==> config.mk <==
export PLATFORM = sky130hd
export DESIGN_NAME = score_display_ctrl_flat
export DESIGN_NICKNAME = d
export VERILOG_FILES = /design/src/rtl/score_display_ctrl_pkg.sv /design/src/rtl/score_display_ctrl_if.sv /design/src/rtl/score_display_ctrl_bin2bcd_seq.sv /design/src/rtl/score_display_ctrl.sv /design/src/flat_wrapper.sv
export SDC_FILE = /design/constraint.sdc
export NUM_CORES = 1
export LEC_CHECK = 0
export CAP_MARGIN = 10
export CORE_UTILIZATION = 50
export DETAILED_ROUTE_END_ITERATION = 7
export PLACE_DENSITY_LB_ADDON = 0.1
export SYNTH_ARGS = -nofsm -noshare
export SYNTH_HDL_FRONTEND = slang
export SYNTH_HIERARCHICAL = 1
export SYNTH_SLANG_ARGS = --single-unit
==> constraint.sdc <==
create_clock -name clk -period 4.3 [get_ports clk]
set_input_delay 1.075 -clock clk [delete_from_list [all_inputs] [get_ports clk]]
set_output_delay 1.075 -clock clk [all_outputs]
set_load 0.01 [all_outputs]
==> src/rtl/score_display_ctrl_pkg.sv <==
// Shared constants and encodings for the score display front end.
package score_display_ctrl_pkg;

  localparam int BCD_W    = 16;
  localparam int MAX_DISP = 9999;

  typedef enum logic [1:0] {
    IDLE  = 2'd0,
    LOAD  = 2'd1,
    SHIFT = 2'd2,
    DONE  = 2'd3
  } conv_state_t;

  typedef enum logic {
    SRC_SCORE = 1'b0,
    SRC_HI    = 1'b1
  } src_t;

endpackage

==> src/rtl/score_display_ctrl_if.sv <==
// Request/display bundle between the game logic and the score display front end.
interface score_display_ctrl_if #(
  parameter int VAL_W = 14
);
  logic [VAL_W-1:0] score;
  logic             score_valid;
  logic [VAL_W-1:0] hi_score;
  logic             hi_valid;
  logic             game_over;
  logic [15:0]      number;
  logic             show_hi;
  logic             busy;

  modport master (
    output score, score_valid, hi_score, hi_valid, game_over,
    input  number, show_hi, busy
  );

  modport slave (
    input  score, score_valid, hi_score, hi_valid, game_over,
    output number, show_hi, busy
  );
endinterface

==> src/rtl/score_display_ctrl_bin2bcd_seq.sv <==
// Sequential double-dabble binary to packed BCD converter, one bit per cycle.
//
// state | meaning
// IDLE  | waiting for start; busy low
// LOAD  | operand captured in the shift register, first iteration runs
// SHIFT | remaining iterations, one add-3/shift per cycle
// DONE  | result stable on bcd, done high for one cycle
module bin2bcd_seq
  import score_display_ctrl_pkg::*;
#(
  parameter int VAL_W = 14
) (
  input  logic             clk,
  input  logic             rst,
  input  logic             start,
  input  logic [VAL_W-1:0] value,
  output logic             done,
  output logic             busy,
  output logic [BCD_W-1:0] bcd
);

  localparam int SH_W   = BCD_W + VAL_W;
  localparam int ITER_W = $clog2(VAL_W + 1);
  localparam int DIGITS = BCD_W / 4;

  conv_state_t       state;
  logic [SH_W-1:0]   sh;
  logic [ITER_W-1:0] iter;

  // One double-dabble iteration: correct every BCD nibble >= 5, then shift left.
  function automatic logic [SH_W-1:0] dabble(input logic [SH_W-1:0] s);
    logic [SH_W-1:0] r;
    r = s;
    for (int i = 0; i < DIGITS; i++) begin
      if (r[VAL_W+4*i +: 4] >= 4'd5)
        r[VAL_W+4*i +: 4] = r[VAL_W+4*i +: 4] + 4'd3;
    end
    return {r[SH_W-2:0], 1'b0};
  endfunction

  // Converter FSM and datapath; reset aborts any conversion in flight.
  always_ff @(posedge clk or posedge rst) begin
    if (rst) begin
      state <= IDLE;
      sh    <= '0;
      iter  <= '0;
      busy  <= 1'b0;
    end else begin
      case (state)
        IDLE: begin
          if (start) begin
            sh    <= {{BCD_W{1'b0}}, value};
            iter  <= '0;
            busy  <= 1'b1;
            state <= LOAD;
          end
        end
        LOAD, SHIFT: begin
          sh   <= dabble(sh);
          iter <= iter + ITER_W'(1);
          if (iter == ITER_W'(VAL_W - 1))
            state <= DONE;
          else
            state <= SHIFT;
        end
        DONE: begin
          busy  <= 1'b0;
          state <= IDLE;
        end
        default: state <= IDLE;
      endcase
    end
  end

  assign done = (state == DONE);
  assign bcd  = sh[SH_W-1 -: BCD_W];

endmodule

==> src/rtl/score_display_ctrl.sv <==
// Score display front end: request capture, converter arbitration,
// game-over score/high-score alternation and the registered display mux.
module score_display_ctrl
  import score_display_ctrl_pkg::*;
#(
  parameter int VAL_W      = 14,
  parameter int ALT_PERIOD = 200_000_000,
  parameter int CNT_W      = 28
) (
  input  logic clk,
  input  logic rst,
  score_display_ctrl_if.slave bus
);

  logic [VAL_W-1:0] score_hold;
  logic [VAL_W-1:0] hi_hold;
  logic [VAL_W-1:0] sel_hold;
  logic [VAL_W-1:0] conv_in;
  logic             pend_s;
  logic             pend_h;
  logic             conv_start;
  logic             conv_done;
  logic             conv_busy;
  src_t             pick;
  src_t             grant;
  logic [BCD_W-1:0] conv_bcd;
  logic [BCD_W-1:0] score_bcd;
  logic [BCD_W-1:0] hi_bcd;
  logic [BCD_W-1:0] number_q;
  logic [CNT_W-1:0] phase_cnt;
  logic             show_hi_q;

  // Fixed-priority pick (score first) and saturation of the operand to four digits.
  always_comb begin
    pick     = pend_s ? SRC_SCORE : SRC_HI;
    sel_hold = pend_s ? score_hold : hi_hold;
    conv_in  = (sel_hold > VAL_W'(MAX_DISP)) ? VAL_W'(MAX_DISP) : sel_hold;
  end

  assign conv_start = !conv_busy && (pend_s || pend_h);

  // Capture requests; a fresh pulse on the same edge as a grant re-arms the flag.
  always_ff @(posedge clk or posedge rst) begin
    if (rst) begin
      score_hold <= '0;
      hi_hold    <= '0;
      pend_s     <= 1'b0;
      pend_h     <= 1'b0;
      grant      <= SRC_SCORE;
    end else begin
      if (conv_start) begin
        grant <= pick;
        if (pick == SRC_SCORE)
          pend_s <= 1'b0;
        else
          pend_h <= 1'b0;
      end
      if (bus.score_valid) begin
        score_hold <= bus.score;
        pend_s     <= 1'b1;
      end
      if (bus.hi_valid) begin
        hi_hold <= bus.hi_score;
        pend_h  <= 1'b1;
      end
    end
  end

  bin2bcd_seq #(
    .VAL_W (VAL_W)
  ) u_bin2bcd (
    .clk   (clk),
    .rst   (rst),
    .start (conv_start),
    .value (conv_in),
    .done  (conv_done),
    .busy  (conv_busy),
    .bcd   (conv_bcd)
  );

  // Commit a finished conversion to the register of the granted source in one step.
  always_ff @(posedge clk or posedge rst) begin
    if (rst) begin
      score_bcd <= '0;
      hi_bcd    <= '0;
    end else if (conv_done) begin
      if (grant == SRC_SCORE)
        score_bcd <= conv_bcd;
      else
        hi_bcd <= conv_bcd;
    end
  end

  // Game-over phase timer: toggles show_hi every ALT_PERIOD cycles, idle otherwise.
  always_ff @(posedge clk or posedge rst) begin
    if (rst) begin
      phase_cnt <= '0;
      show_hi_q <= 1'b0;
    end else if (!bus.game_over) begin
      phase_cnt <= '0;
      show_hi_q <= 1'b0;
    end else if (phase_cnt == CNT_W'(ALT_PERIOD - 1)) begin
      phase_cnt <= '0;
      show_hi_q <= ~show_hi_q;
    end else begin
      phase_cnt <= phase_cnt + CNT_W'(1);
    end
  end

  // Registered display mux feeding the digit driver.
  always_ff @(posedge clk or posedge rst) begin
    if (rst)
      number_q <= '0;
    else
      number_q <= show_hi_q ? hi_bcd : score_bcd;
  end

  assign bus.number  = number_q;
  assign bus.show_hi = show_hi_q;
  assign bus.busy    = conv_busy;

endmodule

==> src/flat_wrapper.sv <==
// flat-port wrapper written by rule: the top's interface ports become plain ports
module score_display_ctrl_flat import score_display_ctrl_pkg::*;
#(
  parameter int VAL_W      = 14,
  parameter int ALT_PERIOD = 200_000_000,
  parameter int CNT_W      = 28
)
  (clk, rst, bus_score, bus_score_valid, bus_hi_score, bus_hi_valid, bus_game_over, bus_number, bus_show_hi, bus_busy);
  score_display_ctrl_if #(.VAL_W(VAL_W)) bus_i ();
  input  logic clk;
  input  logic rst;
  input wire logic [$bits(bus_i.score)-1:0] bus_score;
  input wire logic [$bits(bus_i.score_valid)-1:0] bus_score_valid;
  input wire logic [$bits(bus_i.hi_score)-1:0] bus_hi_score;
  input wire logic [$bits(bus_i.hi_valid)-1:0] bus_hi_valid;
  input wire logic [$bits(bus_i.game_over)-1:0] bus_game_over;
  output wire logic [$bits(bus_i.number)-1:0] bus_number;
  output wire logic [$bits(bus_i.show_hi)-1:0] bus_show_hi;
  output wire logic [$bits(bus_i.busy)-1:0] bus_busy;
  assign bus_i.score = bus_score;
  assign bus_i.score_valid = bus_score_valid;
  assign bus_i.hi_score = bus_hi_score;
  assign bus_i.hi_valid = bus_hi_valid;
  assign bus_i.game_over = bus_game_over;
  assign bus_number = bus_i.number;
  assign bus_show_hi = bus_i.show_hi;
  assign bus_busy = bus_i.busy;
  score_display_ctrl #(.VAL_W(VAL_W), .ALT_PERIOD(ALT_PERIOD), .CNT_W(CNT_W)) u_core (.clk(clk), .rst(rst), .bus(bus_i));
endmodule
==> After elaboration in Yosys (flattened, before gate mapping) <==
Index checks and enable logic that the tools add are counted.
Widths: inputs -> output; s select.
{ "totals": {"regBits": 145, "output_inout_bits": 18, "word_cells": 75} }
{ "op_classes": {"add_sub_neg": 6, "magnitude_cmp": 5, "eq_ne": 8, "mux": 26, "bitwise": 2, "n_reduce_logical": 14} }
{ "op_table": {"columns": ["cell", "n"], "rows": [
  ["$pmux 30 s2", 1],
  ["$mux 28", 2],
  ["$mux 30", 1],
  ["$add 28x1->28 const B", 1],
  ["$eq 28x28->1 const B", 1],
  ["$mux 14", 2],
  ["$ge 4x3->1 const B", 4],
  ["$mux 16", 1],
  ["$mux 4", 4],
  ["$gt 14x14->1 const B", 1],
  ["$add 4x2->4 const B", 3],
  ["$mux 1", 10],
  ["$reduce_and 2->1", 5],
  ["$pmux 4 s2", 1],
  ["$reduce_bool 2->1", 4],
  ["$pmux 2 s3", 1],
  ["$add 4x1->4 const B", 1],
  ["$eq 2x2->1 const B", 2],
  ["$eq 4x4->1 const B", 1],
  ["$ne 2x1->1 const B", 2],
  ["$add 3x2->3 const B", 1],
  ["$mux 3", 1],
  ["$eq 2x1->1 const B", 1],
  ["$logic_not 2->1", 1],
  ["other kinds (8)", 9]
]} }

==> Depth between registers and ports, before layout <==
{ "depth": {"word_depth": 5, "depth_mapped": 8, "depth_no_buf": 6} }

==> Hierarchy <==
Netlist, hierarchy kept.
{ "by_module_without_submodules": {"columns": ["mod", "instances", "cells_each", "area_each_um2", "seq_area_each_um2"], "rows": [
  ["score_display_ctrl", 1, 375, 4790.8, 2702.6],
  ["bin2bcd_seq", 1, 198, 2058.2, 925.9]
]} }

==> Least setup slack after synthesis <==
No wires, ideal clock.
{ "synth_path": {"kind": "input to register", "startpoint": "in bus_score_valid", "endpoint": "reg u_core.score_hold[0]", "t_arrival_ns": 1.998, "path_slack_ns": 2.178, "cell_stages": 3, "path_cell_list": "clkbuf_1 > clkbuf_1 > mux2_2"} }
{ "synth_lines": {"columns": ["item", "line", "source"], "rows": [
  ["start, declared", "flat_wrapper.sv:13", "input wire logic [$bits(bus_i.score_valid)-1:0] bus_score_valid;"],
  ["end signal, assigned", "score_display_ctrl.sv:59", "score_hold <= bus.score;"],
  ["end, declared", "score_display_ctrl.sv:15", "logic [VAL_W-1:0] score_hold;"]
]} }
No word-level cell between the ends.

==> Worst setup path after layout <==
{ "layout_path": {"startpoint": "reg u_core.show_hi_q (netlist: u_core/bus.show_hi)", "endpoint": "out bus_show_hi"} }
{ "layout_lines": {"columns": ["item", "line", "source"], "rows": [
  ["start, declared", "score_display_ctrl.sv:31", "logic show_hi_q;"],
  ["start signal, assigned", "score_display_ctrl.sv:104", "show_hi_q <= ~show_hi_q;"],
  ["end, declared", "flat_wrapper.sv:18", "output wire logic [$bits(bus_i.show_hi)-1:0] bus_show_hi;"]
]} }
No word-level cell between the ends.

==> results_dict.tcl <==
set metrics [dict create \
    status "finished, final reports clean" \
    die-width_um 119 \
    cts_htree_levels 4 \
    netlist_area_um2 6850 \
    critPathTopFamily "flip-flops" \
    grt.total_usage_pct 20.6 \
    die_h_um 119 \
    grt_pass1_vias 4609 \
    root_buffer "clkbuf_16" \
    coreArea_um2 13300 \
    yosysTopAreaCellShare_pct 53.0 \
    synth_top_area_cell "dfrtp_1" \
    io_buffers 50 \
    vias 4436 \
    reg2regPathDepth 4 \
    peakVddDrop_v 0.000297 \
    clk_pin_slew_ps 60 \
    synth_mux_area_share_pct 17.6 \
    timing.rr.end "u_core/u_bin2bcd/sh[1]" \
    drtPass1Iterations 4 \
    overflow 0 \
    postCtsHoldBufs 0 \
    tns_ps 0 \
    hold_violations 0 \
    drt_iter0_markers 187 \
    slowest_stage "dfrtp_1" \
    r2r_start "u_core/u_bin2bcd/state[0]" \
    timing.final.crit_share_pct 70.6 \
    finalPower_mw 3.53 \
    crit_type "flop to output pin" \
    cp-start-kind "flop" \
    crit_fanout 19 \
    avgSynthCellArea_um2 12.0 \
    maxSlewViolCount 0 \
    clk_latency_ps 410 \
    synth_top_family_by_area "multiplexers" \
    clock_skew_ps 7.22 \
    wl_per_cell_um 16.7 \
    arrival_ps 1960 \
    fin_util_pct 59.4 \
    grt_antenna_before_repair 0 \
    drive_gt1_share_pct 21.0 \
    ant_nets 0 \
    synth_fp_nets 619 \
    viasPerCell 5.61 \
    synth_edf_count 0 \
    path_cells "clkdlybuf4s50_1" \
    cts_resized 0 \
    hold_start "u_core/u_bin2bcd/sh[12]" \
    worst_setup_path_end_kind "output pin" \
    holdPathEnd "u_core/u_bin2bcd/sh[12]" \
    worst_pin_slew_ps 1190 \
    finalCriticalPeriod_ps 3040 \
    yosysSeqAreaShare_pct 53.0 \
    die-area_um2 14200 \
    p_leak_nw 3.51 \
    cts.path.max_buffers 2 \
    layout_commonest_cell "dfrtp_1" \
    yosysWarnings 6 \
    drt_wl_total_um 13200 \
    rrSetupSlack_ps 1700 \
    synthCells 573 \
    min_path_cells 2 \
    drc 0 \
    fmax_ghz 0.329 \
    dpl.hpwl_um 8890 \
    crit_required_ps 3220 \
    synth-main-ff-cell "dfrtp_1" \
    critPathBufInv 1 \
    cts_tree "yes" \
    post_cts_buffers 0 \
    nets 648 \
    n_antenna_cell 0 \
    cpPeakStageDelay_ps 880 \
    gp_congestion 0.770 \
    synthAdderAreaFrac_pct 2.37 \
    cts.sinks 145 \
    final_cell_mix "dfrtp_1 (145), mux2_2 (77), clkdlybuf4s50_1 (50), nand2_1 (33), mux2i_1 (32)" \
    synth_compound_area_share_pct 8.53 \
    grt_max_degree 50 \
    start_util_pct 51.5 \
    synth_area_leaders "dfrtp_1 (53%), mux2_2 (13%), mux2i_1 (4.7%)" \
    slew_headroom_pct 20.8 \
    fp-row-count 42 \
    min_path_type "flop to flop" \
    rsz0062_at_grt "false" \
    ys_types 55 \
    ios 51 \
    ys_ff_latch 145 \
    cts_buffers 17 \
    synth_xor_area_share_pct 2.43 \
    finalSetupViolCount 0 \
    synthArstFlopShare_pct 100 \
    pwr_density_cell_nw_per_um2 447 \
    grt_first_pass_wirelength_um 23000 \
    synthSimpleGateAreaFrac_pct 11.1 \
    drv_cap 0 \
    syn_to_final_growth_pct 15.4 \
]
-- flip-flops by register name (all words and copies together), names as in the netlist --
register	count
u_core/u_bin2bcd/sh	30
u_core/phase_cnt	28
u_core/bus.number	16
u_core/hi_bcd	16
u_core/score_bcd	16
u_core/hi_hold	14
u_core/score_hold	14
u_core/u_bin2bcd/iter	4
u_core/u_bin2bcd/state	2
u_core/bus.show_hi	1
u_core/grant	1
u_core/pend_h	1
u_core/pend_s	1
u_core/u_bin2bcd/busy	1
-- cells by family (layout without fill, tap and decap cells) --
| kind of cell | after synthesis | count (layout) |
|---|---|---|
| compound gates | 89 | 89 |
| simple gates | 137 | 137 |
| flops | 145 | 145 |
| buf+inv | 60 | 102 |
| xor+xnor | 19 | 19 |
| fa+ha+maj | 13 | 13 |
| mux | 110 | 110 |
-- cells in the mapped netlist (all sizes together) (3+ instances only) --
cell	n
nor4	5
nand3	16
inv	17
or4	8
o32ai	3
a32o	4
o21ai	31
ha	13
o22ai	5
xor2	14
or3	6
a21oi	19
mux2i	32
and4	6
nand2	36
buf	35
a22o	5
nand4	12
and2	4
xnor2	5
nor2	27
o31ai	12
mux2	78
clkbuf	8
nand2b	8
dfrtp	145
-- layer usage --
metal	vias to the layer above	wire length [um]	track usage, %
li1	2098	-	-
met1	2277	6340	28.3
met2	53	6400	32.4
met3	8	331	4.74
met4	0	131	6.49
met5	-	0	0
-- per-stage QoR --
stage	worst slack [ps]	hold slack (ps)	cells	cell area [um^2]
final	1260	480	791	7900
after global routing	1150	514	791	7900
after floorplan	379	445	573	6850
after detailed placement	1670	470	759	7320
after CTS	1220	483	791	7900
after global placement	1700	460	759	7320
-- how the worst max path moves through the flow --
| stage | from | to | slack, ps | cells after the start |
|---|---|---|---|---|
| global placement | u_core/bus.show_hi | bus_show_hi | 1700 | 1 |
| CTS | u_core/bus.show_hi | bus_show_hi | 1220 | 1 |
| finish | u_core/bus.show_hi | bus_show_hi | 1260 | 1 |
| detailed placement | u_core/bus.show_hi | bus_show_hi | 1670 | 1 |
| floorplan | rst | u_core/bus.number[0] | 380 | 1 |
| global route | u_core/bus.show_hi | bus_show_hi | 1150 | 1 |
-- power breakdown --
part           internal, mW  switching, mW  total [mW]
clock network         0.919          0.539        1.46
logic                 0.270          0.167       0.437
registers              1.55         0.0890        1.64
total                  2.74          0.795        3.53
-- layout make-up --
type                            instances  area [um^2]
Fill cell                            1079         5390
Inverter                               17         66.3
Multi-Input combinational cell        368         2880
Clock buffer                           20          447
Sequential cell                       145         3630
Tap cell                              176          220
Clock inverter                         12          140
Timing Repair Buffer                   53          523
Power figures use the tool's default switching activity.
